**config.mk**
```make
export PLATFORM = sky130hd
export DESIGN_NAME = alu_issue_ctrl
export DESIGN_NICKNAME = d
export VERILOG_FILES = /design/src/rtl/alu_issue_ctrl.sv
export SDC_FILE = /design/constraint.sdc
export NUM_CORES = 1
export LEC_CHECK = 0
export CELL_PAD_IN_SITES_DETAIL_PLACEMENT = 1
export CELL_PAD_IN_SITES_GLOBAL_PLACEMENT = 1
export CORE_AREA = 2 2 128 130
export CTS_CLUSTER_DIAMETER = 50
export CTS_CLUSTER_SIZE = 28
export DETAILED_ROUTE_END_ITERATION = 10
export DIE_AREA = 0 0 130 132
export PLACE_DENSITY_LB_ADDON = 0.1
export SLEW_MARGIN = 10
export SYNTH_ARGS = -nofsm -noshare
export SYNTH_HDL_FRONTEND = slang
export SYNTH_SLANG_ARGS = --single-unit
```
**constraint.sdc**
```tcl
create_clock -name clk -period 11.5 [get_ports clk]
set_input_delay 3.45 -clock clk [delete_from_list [all_inputs] [get_ports clk]]
set_output_delay 3.45 -clock clk [all_outputs]
set_load 0.02 [all_outputs]
```
**src/rtl/alu_issue_ctrl.sv**
```systemverilog
// Issue-side controller for alu32: decodes MIPS opcode/funct, registers operands
// onto the ALU, captures result/flags/branch decision, and hands them off via valid/ready.
module alu_issue_ctrl #(
    parameter int DATA_W = 32,
    parameter int CNT_W  = 16
) (
    input  logic              clk,
    input  logic              reset,
    input  logic              in_valid,
    output logic              in_ready,
    input  logic [5:0]        in_opcode,
    input  logic [5:0]        in_funct,
    input  logic [DATA_W-1:0] in_op1,
    input  logic [DATA_W-1:0] in_op2,
    output logic [DATA_W-1:0] alu_op1,
    output logic [DATA_W-1:0] alu_op2,
    output logic [3:0]        alu_control_code,
    input  logic [DATA_W-1:0] alu_result,
    input  logic              alu_v_flag,
    input  logic              alu_n_flag,
    input  logic              alu_z_flag,
    output logic              out_valid,
    input  logic              out_ready,
    output logic [DATA_W-1:0] out_result,
    output logic              out_v,
    output logic              out_n,
    output logic              out_z,
    output logic              out_branch_taken,
    output logic              out_illegal,
    output logic [CNT_W-1:0]  op_count
);

    typedef enum logic [1:0] {IDLE, EXEC, DONE} state_t;
    typedef enum logic [1:0] {BR_NONE, BR_EQ, BR_NE} br_t;

    localparam logic [3:0] CODE_AND = 4'b0000;
    localparam logic [3:0] CODE_OR  = 4'b0001;
    localparam logic [3:0] CODE_ADD = 4'b0010;
    localparam logic [3:0] CODE_SUB = 4'b0110;
    localparam logic [3:0] CODE_SLT = 4'b0111;
    localparam logic [3:0] CODE_NOR = 4'b1001;
    localparam logic [3:0] CODE_XOR = 4'b1101;
    localparam logic [3:0] CODE_ILL = 4'b1111;

    state_t     state_reg, state_next;
    br_t        br_reg;
    logic [3:0] dec_code;
    br_t        dec_br;
    logic       accept;
    logic       exec_illegal;
    logic       exec_arith;

    always_comb begin
        dec_code = CODE_ILL;
        dec_br   = BR_NONE;
        case (in_opcode)
            6'b000000: begin
                case (in_funct)
                    6'b100100: dec_code = CODE_AND;
                    6'b100101: dec_code = CODE_OR;
                    6'b100000: dec_code = CODE_ADD;
                    6'b100010: dec_code = CODE_SUB;
                    6'b101010: dec_code = CODE_SLT;
                    6'b100111: dec_code = CODE_NOR;
                    6'b100110: dec_code = CODE_XOR;
                    default:   dec_code = CODE_ILL;
                endcase
            end
            6'b001000: dec_code = CODE_ADD;
            6'b001100: dec_code = CODE_AND;
            6'b001101: dec_code = CODE_OR;
            6'b001110: dec_code = CODE_XOR;
            6'b001010: dec_code = CODE_SLT;
            6'b100011,
            6'b101011: dec_code = CODE_ADD;
            6'b000100: begin
                dec_code = CODE_SUB;
                dec_br   = BR_EQ;
            end
            6'b000101: begin
                dec_code = CODE_SUB;
                dec_br   = BR_NE;
            end
            default:   dec_code = CODE_ILL;
        endcase
    end

    assign in_ready = (state_reg == IDLE) || ((state_reg == DONE) && out_ready);
    assign accept   = in_valid && in_ready;

    always_comb begin
        state_next = state_reg;
        case (state_reg)
            IDLE: if (accept) state_next = EXEC;
            EXEC: state_next = DONE;
            DONE: begin
                if (accept)         state_next = EXEC;
                else if (out_ready) state_next = IDLE;
            end
            default: state_next = IDLE;
        endcase
    end

    // During EXEC the registered code tells us what the ALU is computing.
    assign exec_illegal = (alu_control_code == CODE_ILL);
    assign exec_arith   = (alu_control_code == CODE_ADD) || (alu_control_code == CODE_SUB);

    always_ff @(posedge clk or posedge reset) begin
        if (reset) begin
            state_reg        <= IDLE;
            br_reg           <= BR_NONE;
            alu_op1          <= '0;
            alu_op2          <= '0;
            alu_control_code <= CODE_ILL;
            out_valid        <= 1'b0;
            out_result       <= '0;
            out_v            <= 1'b0;
            out_n            <= 1'b0;
            out_z            <= 1'b0;
            out_branch_taken <= 1'b0;
            out_illegal      <= 1'b0;
            op_count         <= '0;
        end else begin
            state_reg <= state_next;

            if (accept) begin
                alu_op1          <= in_op1;
                alu_op2          <= in_op2;
                alu_control_code <= dec_code;
                br_reg           <= dec_br;
                op_count         <= op_count + CNT_W'(1);
            end else if ((state_reg == DONE) && out_ready) begin
                alu_control_code <= CODE_ILL;
            end

            if (state_reg == EXEC) begin
                out_valid        <= 1'b1;
                out_result       <= exec_illegal ? '0 : alu_result;
                out_z            <= !exec_illegal && alu_z_flag;
                // alu32 leaves stale v/n on logic ops; only ADD/SUB flags are meaningful.
                out_v            <= exec_arith && alu_v_flag;
                out_n            <= exec_arith && alu_n_flag;
                out_branch_taken <= ((br_reg == BR_EQ) && alu_z_flag) ||
                                    ((br_reg == BR_NE) && !alu_z_flag);
                out_illegal      <= exec_illegal;
            end else if ((state_reg == DONE) && out_ready) begin
                out_valid <= 1'b0;
            end
        end
    end

endmodule

```
Word level (Yosys, flattened, before mapping). Index checks and enable logic that the tools add are counted.

Flip-flop bits (word level): 126. Bits of input ports: 115. Output and inout port bits: 123. Logic and storage cells: 70.

Add/sub/neg operators: 1. Equal/unequal tests: 25. Muxes and demuxes: 12. Reduce and logical (&&, ||, !) cells: 19.

Operators by type and width (count): $pmux W4 S7 (2); $eq A6 B6 Y1 const B (9); $mux W32 (1); $eq A6 B4 Y1 const B (5); $add A16 B1 Y16 const B (1); $eq A6 B3 Y1 const B (2); $mux W4 (2); $logic_and A1 B1 Y1 (7); $logic_not A6 Y1 (1); $mux W2 (3); $pmux W2 S3 (1); $eq A2 B1 Y1 const B (2); $eq A2 B2 Y1 const B (2); $eq A4 B2 Y1 const B (1); $eq A4 B3 Y1 const B (1); $eq A4 B4 Y1 const B (1); $pmux W2 S2 (1); $reduce_bool A2 Y1 (2); $logic_or A1 B1 Y1 (3); $ne A3 B3 Y1 const B (1); $reduce_or A3 Y1 (1); $logic_not A1 Y1 (2); $logic_not A2 Y1 (1); $mux W1 (2); other kinds (3) (3).

Depth between registers and ports, before layout.
Depth in word-level cells: 6. Depth in mapped cells: 7. Gate-level depth less buffers: 5.

Worst setup path before layout. Ideal clock, no wire load.

Path type: input -> output. From: in out_ready. To: out in_ready. Arrival: 3.810 ns. Data required time: 8.050 ns. Setup slack: 4.240 ns. Cell stages on the path: 2. Buffers on the path: 0. Cells stage by stage: nor2b_1 > nor2_1.

Word-level cells in the longest chain between the ends: 2.

RTL lines: start: declaration (line 23) `input logic out_ready,`; $logic_and A1 B1 Y1 (line 88) `assign in_ready = (state_reg == IDLE) || ((state_reg == DONE) && out_ready);`; $logic_or A1 B1 Y1 (line 88); end: declaration (line 10) `output logic in_ready,`.

No other way between the ends.

Worst setup path in the final report. Same ends and word-level chain as after synthesis.

==> results.json <==
{
  "num_vias": 4389,
  "cts_root_buf": "clkbuf_16",
  "utilization_pct": 51.5,
  "final_layout_size_suffix_gt1_share_pct": 6.13,
  "yosys.area_share.simple_pct": 21.6,
  "finalHoldViolations": 0,
  "crit_type": "primary input to primary output",
  "vdd_drop_max_v": 0.0000967,
  "top_regs": "alu_op1 x32, alu_op2 x32, out_result x32",
  "critical_path_peak_fanout": 3,
  "synth_mux_area_share_pct": 0,
  "drtIter0Drc": 196,
  "tns_ps": 0,
  "async_flop_share_pct": 100,
  "grt_antenna_before_repair": 0,
  "maxSlewHeadroom_pct": 46.7,
  "synth_area_per_cell_um2": 10.2,
  "wl_um": 15600,
  "reg2reg_depth": 6,
  "synth_xor_area_share_pct": 2.66,
  "hold_path.class": "register to register",
  "synthCells": 485,
  "hp-start": "op_count[15]",
  "cpPeakStageDelay_ps": 540,
  "worst-endpoint-arrival_ps": 4770,
  "cts_tree": "built",
  "maxCapViolCount": 0,
  "rows": 46,
  "grt_pass1_vias": 4749,
  "grt_pass1_wl_um": 25100,
  "synth_top_family_by_area": "simple AND/OR/NAND/NOR gates",
  "finalNetCount": 837,
  "synth_fa_ha_area_share_pct": 0.254,
  "maxSlewViolCount": 0,
  "worstPathRequired_ps": 8050,
  "cts_setup_buffers": 0,
  "status": "finished, final reports clean",
  "port_buffers": 237,
  "skew_ps": 9.49,
  "period_needed_ps": 8220,
  "fmaxAchievable_ghz": 0.122,
  "worst_pin_slew_ps": 799,
  "areaGrowthSynthToFinish_pct": 64.1,
  "p_total_mw": 1.73,
  "yosysSeqAreaShare_pct": 64.0,
  "p_per_area_nw_per_um2": 214,
  "cp-start-kind": "primary input",
  "synth_area_um2": 4930,
  "drt-pass1-iter-count": 4,
  "grt_usage_pct": 18.8,
  "crit_top_cell": "clkdlybuf4s50_1",
  "hold_path_end": "op_count[15]",
  "rrSetupSlack_ps": 9400,
  "wire_per_inst_um": 16.4,
  "ff_latch_area_um2": 3160,
  "multiInputGateArea_um2": 1660,
  "ys_ff_latch": 126,
  "overflow": 0,
  "synth_edf_count": 0,
  "clock-sinks": 126,
  "leakage_nw": 3.66,
  "detail-route-antenna-nets": 0,
  "hold_buffers": 0,
  "fillers": 1723,
  "rr_startpoint": "state_reg[0]",
  "drc": 0,
  "critPathCaptureType": "primary output",
  "dieArea_um2": 17200,
  "core_um2": 15700,
  "grt_max_degree": 72,
  "r2r-end": "alu_op2[21]",
  "fp.dieW_um": 130,
  "initial_core_util_pct": 31.4,
  "syn-num-nets": 601,
  "synth_compound_area_share_pct": 8.98,
  "vias_per_cell": 4.62,
  "setup_viol": 0,
  "crit_chain": "clkdlybuf4s50_1 > nor2b_1 > nor2_1 > clkdlybuf4s50_1",
  "diodes": 0,
  "die_y_um": 132,
  "htreeDepth": 4,
  "gp_congestion": 0.758,
  "ys_warn_count": 0,
  "dp_hpwl_um": 11000,
  "min_period_over_period_pct": 71.5,
  "min_path_cells": 1,
  "clock_path_buffers": 2,
  "clkTransAtPathRegs_ps": 50,
  "cts_buffers": 17,
  "synth_ff_type": "dfrtp_1",
  "yosys.cell_types.count": 36,
  "ios": 238,
  "clk_latency_ps": 410,
  "cts-resized-gates": 0,
  "rsz0062_at_grt": "no",
  "cpMaxStageDelayCell": "clkdlybuf4s50_1"
}
-- stage by stage --
step / worst slack, ps / instances / cell area [um^2] / hold WS (ps)
after floorplan: 4240 / 485 / 4930 / 461
after global placement: 3280 / 918 / 7520 / 457
after detailed placement: 3290 / 918 / 7520 / 461
after CTS: 3280 / 950 / 8090 / 476
after global routing: 3210 / 950 / 8090 / 503
final: 3280 / 950 / 8090 / 471
-- report_power, final --
group	switching (mW)	total [mW]	internal (mW)
clock network	0.195	0.518	0.323
logic	0.302	0.588	0.286
registers	0.0721	0.627	0.555
total	0.569	1.73	1.16
-- worst max path at each step --
stage,endpoint,startpoint,depth (start not counted)
floorplan,in_ready,out_ready,2
global placement,in_ready,out_ready,4
detailed placement,in_ready,out_ready,4
CTS,in_ready,out_ready,4
global route,in_ready,out_ready,4
finish,in_ready,out_ready,4
-- layout by cell type, fill, tap and decap left out, types with 2 or more instances in the layout --
master / netlist / layout
nand4_1: 6 / 6
dfrtp_1: 122 / 122
nor2b_1: 4 / 4
clkinvlp_4: 0 / 5
a21oi_1: 7 / 7
a2111oi_0: 2 / 2
clkbuf_16: 0 / 17
nand2b_1: 6 / 5
clkdlybuf4s50_1: 0 / 237
o21ai_0: 6 / 6
clkbuf_1: 14 / 3
dfstp_2: 4 / 4
a31oi_1: 3 / 3
inv_1: 4 / 3
or4_1: 2 / 2
nand3_1: 7 / 7
nor3_1: 2 / 2
bufinv_16: 0 / 2
and3_1: 2 / 2
xnor2_1: 14 / 14
nor3b_1: 2 / 2
buf_4: 0 / 5
nor2_1: 10 / 10
clkinv_2: 0 / 4
a22o_1: 33 / 33
nand2_1: 210 / 210
-- critical path: cells and delay by family --
family	cells	cell delay (ps)
simple gates	2	330
buf+inv	2	980
-- routing by layer --
metal | share of wire [%] | track usage, % | wire [um] | vias up
li1 | - | - | - | 2067
met1 | 42 | 22.6 | 6500 | 2141
met2 | 47 | 30.4 | 7350 | 162
met3 | 9.1 | 7.55 | 1420 | 19
met4 | 1.9 | 6.75 | 299 | 0
met5 | 0 | 0 | 0 | -
-- cell families (layout without fill, tap and decap cells) --
group,count (synthesis),count (layout)
and+or+nand+nor,256,256
DFF,126,126
AOI/OAI and AO/OA,57,57
buffers and inverters,30,279
xor gates and xnor gates,15,15
adders and majority gates,1,1
-- final cells by class --
class | count | area share, %
flip-flops and latches | 126 | 39.0
repair buffers | 242 | 29.8
multi-input cells | 329 | 20.6
clock buffers | 21 | 5.57
well taps | 216 | 3.34
clock inverters | 11 | 1.45
inverters | 5 | 0.263
-- synth_stat cells (2+ instances only) --
cell	instances	area share, %
a31oi_1	3	0.38
buf_1	5	0.38
a21oi_1	7	0.71
a2111oi_0	2	0.36
nand2b_1	6	0.76
nor3b_1	2	0.30
inv_1	4	0.30
buf_2	6	0.61
clkbuf_1	14	1.1
xnor2_1	14	2.5
nand3_1	7	0.71
or4_1	2	0.30
dfrtp_1	122	62
nor3_1	2	0.20
o21ai_0	6	0.61
nand2_1	210	16
nor2_1	10	0.76
dfstp_2	4	2.1
nor2b_1	4	0.51
a22o_1	33	5.9
and3_1	2	0.25
nand4_1	6	0.76
Note: power is estimated with default switching activity, not from simulation.
